File: src/rtl/gate_gen_if.sv
// Bundles the gate generator's control, timing and status signals.
// The master side drives triggers and settings; the slave side is the generator itself.
interface gate_gen_if #(
  parameter int DATA_W = 16
);
  logic              din;
  logic              enable;
  logic [DATA_W-1:0] delay;
  logic [DATA_W-1:0] width;
  logic [DATA_W-1:0] holdoff;
  logic              clr_lost;
  logic              dout;
  logic              busy;
  logic [DATA_W-1:0] lost;

  modport master (
    output din, enable, delay, width, holdoff, clr_lost,
    input  dout, busy, lost
  );

  modport slave (
    input  din, enable, delay, width, holdoff, clr_lost,
    output dout, busy, lost
  );
endinterface

File: src/rtl/gate_gen.sv
// Retriggerable-free gate generator: on a rising edge of din, waits delay cycles,
// then emits a gate of max(width,1) cycles, then holdoff dead cycles.
module gate_gen #(
  parameter int DATA_W = 16
) (
  input  logic        clk,
  input  logic        rst,
  gate_gen_if.slave   bus
);

  typedef enum logic [1:0] {IDLE, DELAY, GATE, HOLD} state_t;

  localparam logic [DATA_W-1:0] ZERO = '0;
  localparam logic [DATA_W-1:0] ONE  = {{(DATA_W-1){1'b0}}, 1'b1};

  state_t            state_q, state_d;
  logic              din_d_q;
  logic              armed_q, armed_d;
  logic [DATA_W-1:0] cnt_q, cnt_d;
  logic [DATA_W-1:0] width_q, width_d;
  logic [DATA_W-1:0] hold_q, hold_d;
  logic [DATA_W-1:0] lost_q, lost_d;
  logic              dout_q, dout_d;
  logic              busy_q, busy_d;
  logic              trig;

  // armed_q blocks a din that was already high when reset released
  assign trig    = bus.din & ~din_d_q & armed_q;
  assign armed_d = armed_q | ~bus.din;

  // Counters hold (remaining - 1) so an all-ones setting counts exactly.
  always_comb begin
    state_d = state_q;
    cnt_d   = cnt_q;
    width_d = width_q;
    hold_d  = hold_q;
    lost_d  = lost_q;
    case (state_q)
      IDLE: begin
        if (trig && bus.enable) begin
          width_d = bus.width;
          hold_d  = bus.holdoff;
          if (bus.delay != ZERO) begin
            state_d = DELAY;
            cnt_d   = bus.delay - ONE;
          end else begin
            state_d = GATE;
            cnt_d   = (bus.width == ZERO) ? ZERO : bus.width - ONE;
          end
        end
      end
      DELAY: begin
        if (cnt_q == ZERO) begin
          state_d = GATE;
          cnt_d   = (width_q == ZERO) ? ZERO : width_q - ONE;
        end else begin
          cnt_d = cnt_q - ONE;
        end
      end
      GATE: begin
        if (cnt_q == ZERO) begin
          if (hold_q != ZERO) begin
            state_d = HOLD;
            cnt_d   = hold_q - ONE;
          end else begin
            state_d = IDLE;
          end
        end else begin
          cnt_d = cnt_q - ONE;
        end
      end
      HOLD: begin
        if (cnt_q == ZERO) begin
          state_d = IDLE;
        end else begin
          cnt_d = cnt_q - ONE;
        end
      end
      default: state_d = IDLE;
    endcase

    if (bus.clr_lost) begin
      lost_d = ZERO;
    end else if (trig && bus.enable && (state_q != IDLE) && (lost_q != {DATA_W{1'b1}})) begin
      lost_d = lost_q + ONE;
    end
  end

  assign dout_d = (state_d == GATE);
  assign busy_d = (state_d != IDLE);

  always_ff @(posedge clk or posedge rst) begin
    if (rst) begin
      state_q <= IDLE;
      din_d_q <= 1'b0;
      armed_q <= 1'b0;
      cnt_q   <= '0;
      width_q <= '0;
      hold_q  <= '0;
      lost_q  <= '0;
      dout_q  <= 1'b0;
      busy_q  <= 1'b0;
    end else begin
      state_q <= state_d;
      din_d_q <= bus.din;
      armed_q <= armed_d;
      cnt_q   <= cnt_d;
      width_q <= width_d;
      hold_q  <= hold_d;
      lost_q  <= lost_d;
      dout_q  <= dout_d;
      busy_q  <= busy_d;
    end
  end

  assign bus.dout = dout_q;
  assign bus.busy = busy_q;
  assign bus.lost = lost_q;

endmodule

File: src/flat_wrapper.sv
// flat-port wrapper written by rule: the top's interface ports become plain ports
module gate_gen_flat 
#(
  parameter int DATA_W = 16
)
  (clk, rst, bus_din, bus_enable, bus_delay, bus_width, bus_holdoff, bus_clr_lost, bus_dout, bus_busy, bus_lost);
  gate_gen_if #(.DATA_W(DATA_W)) bus_i ();
  input  logic clk;
  input  logic rst;
  input wire logic [$bits(bus_i.din)-1:0] bus_din;
  input wire logic [$bits(bus_i.enable)-1:0] bus_enable;
  input wire logic [$bits(bus_i.delay)-1:0] bus_delay;
  input wire logic [$bits(bus_i.width)-1:0] bus_width;
  input wire logic [$bits(bus_i.holdoff)-1:0] bus_holdoff;
  input wire logic [$bits(bus_i.clr_lost)-1:0] bus_clr_lost;
  output wire logic [$bits(bus_i.dout)-1:0] bus_dout;
  output wire logic [$bits(bus_i.busy)-1:0] bus_busy;
  output wire logic [$bits(bus_i.lost)-1:0] bus_lost;
  assign bus_i.din = bus_din;
  assign bus_i.enable = bus_enable;
  assign bus_i.delay = bus_delay;
  assign bus_i.width = bus_width;
  assign bus_i.holdoff = bus_holdoff;
  assign bus_i.clr_lost = bus_clr_lost;
  assign bus_dout = bus_i.dout;
  assign bus_busy = bus_i.busy;
  assign bus_lost = bus_i.lost;
  gate_gen #(.DATA_W(DATA_W)) u_core (.clk(clk), .rst(rst), .bus(bus_i));
endmodule
File: config.mk
export PLATFORM = sky130hd
export DESIGN_NAME = gate_gen_flat
export DESIGN_NICKNAME = d
export VERILOG_FILES = /design/src/rtl/gate_gen_if.sv /design/src/rtl/gate_gen.sv /design/src/flat_wrapper.sv
export SDC_FILE = /design/constraint.sdc
export NUM_CORES = 1
export LEC_CHECK = 0
export ABC_AREA = 1
export CAP_MARGIN = 25
export CELL_PAD_IN_SITES_DETAIL_PLACEMENT = 0
export CELL_PAD_IN_SITES_GLOBAL_PLACEMENT = 2
export CORE_UTILIZATION = 28
export DETAILED_ROUTE_END_ITERATION = 12
export PLACE_DENSITY_LB_ADDON = 0.15
export SYNTH_ARGS = -nofsm -noshare
export SYNTH_HDL_FRONTEND = slang
export SYNTH_SLANG_ARGS = --single-unit
File: constraint.sdc
create_clock -name clk -period 2 [get_ports clk]
set_clock_uncertainty 0.05 [all_clocks]
set_input_delay 0.3 -clock clk [delete_from_list [all_inputs] [get_ports clk]]
set_output_delay 0.3 -clock clk [all_outputs]
set_load 0.01 [all_outputs]
# --- Word-level counts from Yosys, hierarchy flattened ---
# Cells that the tools add are included.
word_totals:
  regBits: 70
  in_bits: 53
  word_cells: 60
classes:
  addsub: 6
  eq_ne: 8
  mux: 18
  bitwise_logic: 5
  reduce_logical: 14
op_table:
  columns: ["cell", "count"]
  rows:
  - ["two-way mux 16 bit", 10]
  - ["subtractor 16 x 1 -> 16 bit (second input constant)", 5]
  - ["case mux 16 bit (4 select lines)", 1]
  - ["zero test 16 bit", 3]
  - ["nonzero test 16 bit", 2]
  - ["adder 16 x 1 -> 16 bit (second input constant)", 1]
  - ["inequality test 16 bit (second input constant)", 1]
  - ["two-way mux 2 bit", 6]
  - ["case mux 2 bit (4 select lines)", 1]
  - ["== test 2 bit (second input constant)", 3]
  - ["nonzero test 2 bit", 3]
  - ["logical AND 1 bit", 3]
  - ["inequality test 3 bit (second input constant)", 1]
  - ["AND reduction 3 bit", 1]
  - ["AND 1 bit", 2]
  - ["== test 2 x 1 -> 1 bit (second input constant)", 1]
  - ["zero test 2 bit", 1]
  - ["inequality test 2 x 1 -> 1 bit (second input constant)", 1]
  - ["inequality test 2 bit (second input constant)", 1]
  - ["inverter 1 bit", 2]
  - ["AND reduction 2 bit", 1]
  - ["OR 1 bit", 1]

# --- Logic depth before layout (Yosys ltp) ---
# Gate-level depths: netlist of the first run.
logic_depth:
  ltp_word: 8
  mapped_depth: 14
  ltp_nobuf: 14

# --- Worst setup path after synthesis of the first run ---
# OpenSTA, ideal clock, no wires.
synth_path:
  path_type: "reg-to-reg"
  start: "register u_core.cnt_q[0]"
  end: "register u_core.cnt_q[3]"
  arrival_time_ns: 1.532
  setup_slack_ns: 0.302
  stages_incl_launch_ff: 13
  period_less_slack_ns: 1.698
  cell_sequence: "dfrtp_1 inv_1 ha_1 inv_1 nor2_1 nand2_1 nor2_4 nand3_2 buf_6 a21oi_1 o211ai_1 nand2_1 nand2_1"
synth_via:
  elab_chain_len: 3
synth_lines:
  columns: ["element", "line", "text"]
  rows:
  - ["from (decl)", "gate_gen.sv:19", "logic [DATA_W-1:0] cnt_q, cnt_d;"]
  - ["from (signal assigned)", "gate_gen.sv:107", "cnt_q <= cnt_d;"]
  - ["subtractor 16 x 1 -> 16 bit / zero test 16 bit (equally long branches)", null, null]
  - ["two-way mux 16 bit, or another cell as far along", "gate_gen.sv:73", "if (cnt_q == ZERO) begin"]
  - ["case mux 16 bit (4 select lines) / AND reduction 3 bit (equally long branches)", null, null]
# Several ways; a longest one is shown, not always the timed one. The select of a mux whose other input is x is not followed.
# A chain may end at the register's enable or synchronous reset.

# --- Worst setup path in the final report of the first run ---
layout_path:
  start: "register u_core.cnt_q[1]"
  end: "register u_core.cnt_q[3]"
# Same word-level chain as after synthesis.

==> impl_metrics.json, run 1 <==
{
  "grt_pass1_vias": 6301,
  "outcome": "finished, final reports clean",
  "start_util": 0.2890,
  "max_cap_violations": 0,
  "seq_area_frac_synth": 0.2967,
  "drv_slew": 0,
  "grt_remaining_overflow": 0,
  "num_rows": 52,
  "fin_ws_ns": 0.04620,
  "place.gp.congestion": 0.8412,
  "hold_class": "in2async",
  "rsz0062_at_grt": "true",
  "slew_headroom": 0.6012,
  "vias": 6519,
  "critPathLaunchType": "flop",
  "grt_antenna_before_repair": 0,
  "cts_max_path_buffers": 2,
  "ir_drop_uv": 403.0,
  "synth.distinct_cells": 37,
  "place_worst_setup_slack_ns": -0.2134,
  "ant_nets": 0,
  "synthCells": 939,
  "die_h_um": 147.2,
  "grt_max_degree": 48,
  "multiInputGateArea_mm2": 0.003643,
  "cts-htree-levels": 3,
  "fp.dieArea_mm2": 0.02167,
  "regArea_mm2": 0.001752,
  "power_density_mw_per_mm2": 994.9,
  "critPathMaxFanout": 6,
  "crit_required_ns": 2.24,
  "hpwlAfterDp_um": 17360,
  "worstSkewPairLatency_ns": 0.35,
  "ctsHoldBuffers": 0,
  "endpoint_kind": "flop",
  "vias_per_cell": 4.620,
  "synth-edff-count": 0,
  "grt_pass1_wl_um": 33960,
  "portBuffers": 70,
  "diodes": 0,
  "yosysMostFrequentCell": "nand2_1",
  "drc": 0,
  "area_delta_synth_final_pct": 40.63,
  "fillerInstances": 2306,
  "layout-drive-gt1-share": 0.1849,
  "finalSetupViolCount": 0,
  "grtUsageTotal": 0.2034,
  "syn_area_per_cell_um2": 6.287,
  "clk_pin_slew_worst_paths_ns": 0.06,
  "numCtsBuffers": 9,
  "drt-pass1-iter-count": 5,
  "worst-slew-pin-transition_ns": 0.5927,
  "synth_ff_type": "dfrtp_1",
  "p_leak_uw": 0.003947,
  "ios": 71,
  "fin_crit_ns": 1.954,
  "tns_ns": 0,
  "synth_top_area_frac": 0.2967,
  "nNetsFinal": 1198,
  "cts_sinks": 70,
  "cts-root-buf": "clkbuf_16",
  "fin_crit_sh": 0.9769,
  "drtIter0Drc": 415,
  "hold_violations": 0,
  "ys_seq_elements": 70,
  "synth_common_cells": "287 x nand2_1, 120 x inv_1, 120 x nand3_1",
  "cp.arrival_ns": 2.19,
  "synth_nets": 1001,
  "yosys_warnings": 0,
  "die_x_um": 147.2,
  "timing_worst_setup_path_type": "reg2reg",
  "routed_wl_um": 21240,
  "wl_per_cell_um": 15.05,
  "cts_tree": "done",
  "synth_area_mm2": 0.005903,
  "fmax_mhz": 511.8,
  "ys_async_sr_fraction": 1.000,
  "synth_area_leaders": "dfrtp_1 30%, nand2_1 18%, nand3_1 10%",
  "synth_top_area_cell": "dfrtp_1",
  "core_mm2": 0.02043
}
-- cell families (layout without fill, tap and decap cells) --
group	after synthesis	after routing	share of synthesized area
DFF	70	70	0.2967
adders and majority gates	9	9	0.01908
AOI/OAI and AO/OA	72	72	0.06910
buffers and inverters	146	347	0.1024
xor gates and xnor gates	37	37	0.05490
and+or+nand+nor	605	606	0.4578
-- registers in the layout (all words and copies together) (netlist names) --
name,count
u_core.state_q,2
u_core.width_q,16
u_core.din_d_q,1
u_core.bus.dout,1
u_core.bus.lost,16
u_core.bus.busy,1
u_core.cnt_q,16
u_core.hold_q,16
u_core.armed_q,1
-- timing repair --
action | in CTS | in global routing
cloned | 0 | 1
setup buffers | 1 | 5
setup endpoints to repair | 5 | 18
gates resized for setup | 8 | 18
pin swaps | 4 | 9
-- layout by cell type, fill, tap and decap left out, types with 10 or more instances in the layout --
cell type / instances
nand2_1: 285
buf_4: 123
inv_1: 116
nand3_1: 116
nor2_1: 116
clkdlybuf4s50_1: 70
dfrtp_1: 70
o21ai_0: 36
nand4_1: 31
xor2_1: 27
nor2_4: 14
o21ai_1: 14
inv_2: 10
xnor2_1: 10
-- power by group --
part           switching [µW]  internal, µW
Combinational            2450          1710
Sequential                477          1920
Clock                     713           982
-- metrics by stage --
step | util | hold slack, ns | area, µm² | total power, µW | std cells
floorplan | - | 0.2814 | 5907 | 4703 | 939
global placement | 0.3838 | 0.4047 | 7841 | 6461 | 1388
detailed placement | 0.3838 | 0.4078 | 7841 | 6441 | 1388
CTS | 0.4006 | 0.1720 | 8184 | 8213 | 1405
global route | 0.4064 | 0.1972 | 8302 | 8969 | 1411
finish | 0.4064 | 0.1763 | 8302 | 8259 | 1411
-- path summary, 6_finish.rpt --
| path | from | end | slack [ns] | depth (start not counted) |
|---|---|---|---|---|
| setup / recovery | u_core.cnt_q[1] | u_core.cnt_q[3] | 0.05 | 13 |
| hold / removal | rst | u_core.hold_q[10] | 0.18 | 2 |
| setup reg to reg | u_core.cnt_q[1] | u_core.cnt_q[3] | 0.05 | 13 |
| hold reg to reg | u_core.armed_q | u_core.armed_q | 0.42 | 1 |
| max in group asynchronous | rst | u_core.width_q[0] | 1.19 | 3 |
| min in group clk | bus_din | u_core.din_d_q | 0.37 | 1 |
-- worst max-delay path: stages, from the launching register on --
cell and delay, ns:
dfrtp_1 0.39, inv_2 0.09, ha_4 0.14, inv_2 0.03
nor2_1 0.07, nand2_1 0.08, nor2_4 0.15, buf_6 0.14
nand3_4 0.07, nor2_4 0.20, inv_2 0.08, o211ai_1 0.25
nand2_1 0.09, nand2_1 0.06
-- cell type report --
cell class                 instances  share of cell area
tap                              270             0.04069
clock buffer                       9             0.02713
inverter                         129             0.05938
sequential                        70              0.2110
timing repair buffer             202              0.2131
multi-input combinational        724              0.4389
clock inverter                     7            0.009797
-- layer usage --
| layer | vias up | GRT usage | wire, µm | share of wire |
|---|---|---|---|---|
| li1 | 3394 | - | - | - |
| met1 | 2976 | 0.2893 | 10450 | 0.49 |
| met2 | 134 | 0.3212 | 9625 | 0.45 |
| met3 | 15 | 0.02609 | 858 | 0.040 |
| met4 | 0 | 0.05619 | 305 | 0.014 |
| met5 | - | 0 | 0 | 0 |
(Power assumes the default switching activity.)
==> inputs of run 2 (changes only) <==
--- a/config.mk
+++ b/config.mk
@@ -9,7 +9,7 @@
 export CAP_MARGIN = 25
 export CELL_PAD_IN_SITES_DETAIL_PLACEMENT = 0
 export CELL_PAD_IN_SITES_GLOBAL_PLACEMENT = 2
-export CORE_UTILIZATION = 28
+export CORE_UTILIZATION = 31
 export DETAILED_ROUTE_END_ITERATION = 12
 export PLACE_DENSITY_LB_ADDON = 0.15
 export SYNTH_ARGS = -nofsm -noshare
==> constraint.sdc (replaced) <==
create_clock -name clk -period 1.8 [get_ports clk]
set_clock_uncertainty 0.05 [all_clocks]
set_input_delay 0.36 -clock clk [delete_from_list [all_inputs] [get_ports clk]]
set_output_delay 0.36 -clock clk [all_outputs]
set_load 0.01 [all_outputs]
==> run 2 against run 1 <==
  * The run now ends with negative setup slack left
  * Flip-flop and latch count unchanged
  * Utilization increased by 9.6 points
  * Clock power increased by 11%
  * Fmax decreased by 1.6%
  * Sequential share of layout area decreased by 2.4 points
  * Critical path depth unchanged
  * First-iteration DRC count decreased by 13%
  * Critical path type unchanged
  * Largest power group unchanged
==> impl_metrics.json, run 2 (same netlist as run 1, synthesis figures left out) <==
{
  "outcome": "finished, violations left",
  "violations": "negative setup slack",
  "fin_ws_ns": -0.1849,
  "vias_per_cell": 4.723,
  "portBuffers": 70,
  "final_cell_mix": "267 x nand2_1, 188 x buf_4, 105 x inv_1, 103 x nand3_1, 82 x nor2_1",
  "vias": 6863,
  "placedCellCount": 1408,
  "worstSkewPairLatency_ns": 0.34,
  "drt-pass1-iter-count": 6,
  "cts_tree": "done",
  "layout_commonest_cell": "nand2_1",
  "fin_crit_ns": 1.985,
  "crit_chain": "inv_2 > ha_4 > inv_2 > nor2_2 > nand2_2 > nor2_4 > buf_12 > nand3_4 > nor2_4 > nand3_1 > nand4_1 > nand3_1 > nand2_1",
  "grt_pass1_vias": 6619,
  "cts-root-buf": "clkbuf_16",
  "wl_per_cell_um": 15.26,
  "grtUsageTotal": 0.2323,
  "r2r_setup_slack_ns": -0.18,
  "fmax_mhz": 503.8,
  "start_util": 0.3156,
  "drtIter0Drc": 363,
  "endpoint_kind": "flop",
  "cts_sinks": 70,
  "regToRegStartpoint": "u_core.cnt_q[1]",
  "final_area_mm2": 0.009397,
  "cts-htree-levels": 3,
  "layout.cells.non_filler": 1453,
  "tns_ns": -1.860,
  "hold_violations": 0,
  "slowest_stage": "dfrtp_1",
  "diodes": 0,
  "rr_worst_depth": 13,
  "placed_area_mm2": 0.008292,
  "cts_max_path_buffers": 2,
  "num_rows": 50,
  "ir_drop_uv": 582.4,
  "crit_required_ns": 2.03,
  "worstSetupPathDepth": 13,
  "hpwlAfterDp_um": 17760,
  "die_x_um": 140.0,
  "place_worst_setup_slack_ns": -0.5264,
  "grt_remaining_overflow": 0,
  "clk_pin_slew_worst_paths_ns": 0.06,
  "whs_ns": 0.2750,
  "drc": 0,
  "ios": 71,
  "ant_nets": 0,
  "max_cap_violations": 0,
  "nNetsFinal": 1276,
  "slew_headroom": 0.7724,
  "grt_antenna_before_repair": 0,
  "core_mm2": 0.01871,
  "finalSetupViolCount": 17,
  "timing.rr.end": "u_core.cnt_q[12]",
  "path_buf_inv": 3,
  "critPathLaunchType": "flop",
  "cp.arrival_ns": 2.22,
  "critPathMaxFanout": 6,
  "area_delta_synth_final_pct": 59.18,
  "drv_slew": 0,
  "numCtsBuffers": 9,
  "timing_worst_setup_path_type": "reg2reg",
  "p_leak_uw": 0.004746,
  "rsz0062_at_grt": "true",
  "place.gp.congestion": 0.8688,
  "crit_family": "simple AND/OR/NAND/NOR gates",
  "worst-slew-pin-transition_ns": 0.3378,
  "power_density_mw_per_mm2": 1103,
  "layout-drive-gt1-share": 0.3084,
  "fin_crit_sh": 1.103,
  "grt_pass1_wl_um": 35280,
  "die_h_um": 140.0,
  "grt_max_degree": 28,
  "fp.dieArea_mm2": 0.01960,
  "critPathMaxStageDelay_ns": 0.39,
  "routed_wl_um": 22170,
  "hold_class": "in2async"
}
-- run 2: cell type report --
cell class	instances	area [µm²]
fill	1924	9309
clock buffer	9	225.2
inverter	129	500.5
timing repair buffer	281	2550
tap	234	292.8
sequential	70	1753
clock inverter	7	77.57
multi-input combinational	723	3998
-- run 2: per-layer routing --
metal | vias up | part of all wire | global-route usage
met5 | - | 0 | 0
met4 | 0 | 0.018 | 0.04974
met3 | 18 | 0.034 | 0.03111
met2 | 133 | 0.46 | 0.3782
met1 | 3162 | 0.48 | 0.3265
li1 | 3550 | - | -
-- run 2: worst max-delay path by stage --
stage | end | slack, ns | start
5_1_grt | u_core.cnt_q[11] | -0.31 | u_core.cnt_q[0]
2_1_floorplan | u_core.cnt_q[3] | 0.10 | u_core.cnt_q[0]
3_5_place_dp | u_core.bus.dout | -0.53 | bus_delay[0]
3_3_place_gp | u_core.bus.dout | -0.53 | bus_delay[0]
4_1_cts | u_core.cnt_q[9] | -0.24 | u_core.cnt_q[1]
6_report | u_core.cnt_q[12] | -0.18 | u_core.cnt_q[1]
-- run 2: worst register-to-register path, cell delays in order (launching register included) --
cell	delay, ns
dfrtp_1	0.39
inv_2	0.10
ha_4	0.14
inv_2	0.03
nor2_2	0.08
nand2_2	0.07
nor2_4	0.16
buf_12	0.13
nand3_4	0.06
nor2_4	0.21
nand3_1	0.17
nand4_1	0.18
nand3_1	0.10
nand2_1	0.07
-- run 2: where the power goes --
| group | switching, µW | internal [µW] |
|---|---|---|
| clock | 779 | 1090 |
| combinational | 3180 | 2600 |
| sequential | 573 | 2130 |
| total | 4530 | 5830 |
-- run 2: metrics by stage --
step | utilization | power [µW]
5_1_grt | 0.5023 | 11180
3_3_place_gp | 0.4433 | 7687
2_1_floorplan | - | 5226
4_1_cts | 0.4714 | 9798
6_report | 0.5023 | 10360
3_5_place_dp | 0.4433 | 7676
-- run 2: repair_timing --
action | CTS | global route
setup endpoints to repair | 22 | 39
pin swaps | 18 | 47
cloned | 0 | 1
setup buffers | 6 | 24
hold endpoints to repair | 0 | 0
resized for setup | 48 | 117
hold buffers | 0 | 0
==> inputs of run 3 (changes only) <==
--- a/config.mk
+++ b/config.mk
@@ -9,7 +9,7 @@
 export CAP_MARGIN = 25
 export CELL_PAD_IN_SITES_DETAIL_PLACEMENT = 0
 export CELL_PAD_IN_SITES_GLOBAL_PLACEMENT = 2
-export CORE_UTILIZATION = 31
+export CORE_UTILIZATION = 28
 export DETAILED_ROUTE_END_ITERATION = 12
 export PLACE_DENSITY_LB_ADDON = 0.15
 export SYNTH_ARGS = -nofsm -noshare
==> constraint.sdc (replaced) <==
create_clock -name clk -period 1.6 [get_ports clk]
set_clock_uncertainty 0.05 [all_clocks]
set_input_delay 0.32 -clock clk [delete_from_list [all_inputs] [get_ports clk]]
set_output_delay 0.32 -clock clk [all_outputs]
set_load 0.01 [all_outputs]
==> run 3 against run 2 <==
  * Clock-buffer cell count increased by 1
  * Utilization decreased by 2.6 points
  * Clock power increased by 11%
  * Global-route usage decreased by 1.6 points
  * Largest power group unchanged
  * The run still ends with negative setup slack left
  * Hold slack got worse by 0.19 ns
  * Via count increased by 1.3%
  * Critical path depth increased by 2
  * Flip-flop and latch count unchanged
  * Final cell count increased by 5.4%
  * Sequential power increased by 9.2%
  * Highest routed layer unchanged
==> impl_metrics.json, run 3 (same netlist as run 1, synthesis figures left out) <==
{
  "hold_class": "in2reg",
  "clkPwrFrac": 0.171,
  "violations": "negative setup slack",
  "final_area_mm2": 0.009741,
  "start_util": 0.2890,
  "power_uw": 12210,
  "power_density_mw_per_mm2": 1253,
  "worstSkewPairLatency_ns": 0.34,
  "ir_drop_uv": 595.5,
  "endpoint_kind": "flop",
  "crit_family": "simple AND/OR/NAND/NOR gates",
  "worst-slew-pin-transition_ns": 0.3136,
  "fin_ws_ns": -0.3818,
  "num_rows": 52,
  "ant_nets": 0,
  "cts_sinks": 70,
  "grt_max_degree": 52,
  "drv_slew": 0,
  "drtIter0Drc": 338,
  "pwr-share-comb": 0.587,
  "fp.dieArea_mm2": 0.02167,
  "layout-drive-gt1-share": 0.3447,
  "critPathMaxStageDelay_ns": 0.38,
  "ios": 71,
  "fin_crit_sh": 1.239,
  "timing_worst_setup_path_type": "reg2reg",
  "critPathLaunchType": "flop",
  "layout.cells.non_filler": 1532,
  "p_int_uw": 7080,
  "outcome": "finished, violations left",
  "vias": 6951,
  "wl_per_cell_um": 14.82,
  "diodes": 0,
  "cts-root-buf": "clkbuf_16",
  "placedCellCount": 1491,
  "cts-htree-levels": 3,
  "clk_pin_slew_worst_paths_ns": 0.06,
  "fmax_mhz": 504.6,
  "swShare": 0.4199,
  "numCtsBuffers": 9,
  "finalSetupViolCount": 26,
  "die_x_um": 147.2,
  "p_leak_uw": 0.004770,
  "cp.arrival_ns": 2.16,
  "slew_headroom": 0.7910,
  "p_sw_uw": 5125,
  "nNetsFinal": 1320,
  "place.gp.congestion": 0.8636,
  "final_cell_mix": "268 x nand2_1, 237 x buf_4, 104 x inv_1, 97 x nand3_1, 87 x nor2_1",
  "critPathMaxFanout": 6,
  "grt_remaining_overflow": 0,
  "ctsHoldBuffers": 0,
  "cts_tree": "done",
  "portBuffers": 70,
  "layout_commonest_cell": "nand2_1",
  "cts_max_path_buffers": 2,
  "rsz0062_at_grt": "true",
  "hpwlAfterDp_um": 18200,
  "routed_wl_um": 22710,
  "grtUsageTotal": 0.2162,
  "drc": 0,
  "hold_violations": 0,
  "fin_crit_ns": 1.982,
  "crit_chain": "inv_2 > ha_4 > inv_2 > nor2_1 > nand2_1 > nor2_4 > buf_4 > nand3_4 > buf_6 > nand3_2 > o21ai_2 > inv_1 > nand2_2 > nand3_2 > nand2_1",
  "grt_pass1_wl_um": 36240,
  "vias_per_cell": 4.537,
  "placed_area_mm2": 0.008660,
  "area_delta_synth_final_pct": 65.01,
  "max_cap_violations": 0,
  "path_buf_inv": 5,
  "slowest_stage": "dfrtp_1",
  "drt-pass1-iter-count": 5,
  "core_mm2": 0.02043,
  "grt_pass1_vias": 6790,
  "whs_ns": 0.08589,
  "crit_required_ns": 1.78,
  "die_h_um": 147.2,
  "place_worst_setup_slack_ns": -0.7059,
  "seq_power_share": 0.242,
  "grt_antenna_before_repair": 0
}
[run 3: cell types whose count changed in the layout (fill, tap and decap cells not counted), sizes merged]
cell / change
nor2: +1
clkinvlp: +2
dlygate4sd2: +15
clkdlybuf4s50: +2
dlymetal6s2s: -18
buf: +45
inv: -4
[run 3: what timing repair did]
item / in CTS / in global routing
cloned: 2 / 0
setup endpoints to repair: 52 / 66
gates resized for setup: 115 / 60
buffers inserted: 15 / 13
pin swaps: 37 / 35
[run 3: layer usage]
metal / wire length [µm] / vias up / global-route usage
met4: 349 / 0 / 0.06082
met3: 582 / 20 / 0.02453
met1: 11170 / 3192 / 0.3016
met5: 0 / - / 0
li1: - / 3638 / -
met2: 10610 / 101 / 0.3507
[run 3: power by group through the flow]
stage          clock network, µW  registers, µW  logic, µW
2_1_floorplan                  0           2950       3010
3_3_place_gp                   0           2920       6450
3_5_place_dp                   0           2920       6450
4_1_cts                     2120           2940       6930
5_1_grt                     2200           3040       7930
6_report                    2080           2960       7160
[run 3: final timing paths]
kind                       depth (start not counted)                 to       startpoint  slack (ns)
min reg2reg                                        1     u_core.armed_q   u_core.armed_q        0.44
max in group asynchronous                          3  u_core.width_q[8]              rst        0.86
min in group asynchronous                          3   u_core.hold_q[9]              rst        0.36
max reg2reg                                       15    u_core.cnt_q[5]  u_core.cnt_q[0]       -0.38
min                                                1     u_core.din_d_q          bus_din        0.09
max                                               15    u_core.cnt_q[5]  u_core.cnt_q[0]       -0.38
[run 3: per-stage QoR]
| stage | setup TNS, ns | utilization |
|---|---|---|
| after global routing | -9.053 | 0.4768 |
| final | -5.512 | 0.4768 |
| after detailed placement | -25.99 | 0.4239 |
| after global placement | -24.70 | 0.4239 |
| after floorplan | -0.7096 | - |
| after CTS | -4.630 | 0.4614 |
[run 3: worst register-to-register path: cells and delay by family (launching register included)]
family / cells / cell delay, ns
flops: 1 / 0.38
compound gates: 1 / 0.08
buf+inv: 5 / 0.49
simple gates: 8 / 0.69
fa+ha+maj: 1 / 0.16
[run 3: final cells by class]
cell class / count / area (µm²)
clock buffer: 10 / 239.0
clock inverter: 5 / 58.81
fill: 2181 / 10690
inverter: 129 / 509.2
multi-input combinational: 724 / 4124
sequential: 70 / 1753
tap: 270 / 337.8
timing repair buffer: 324 / 2719
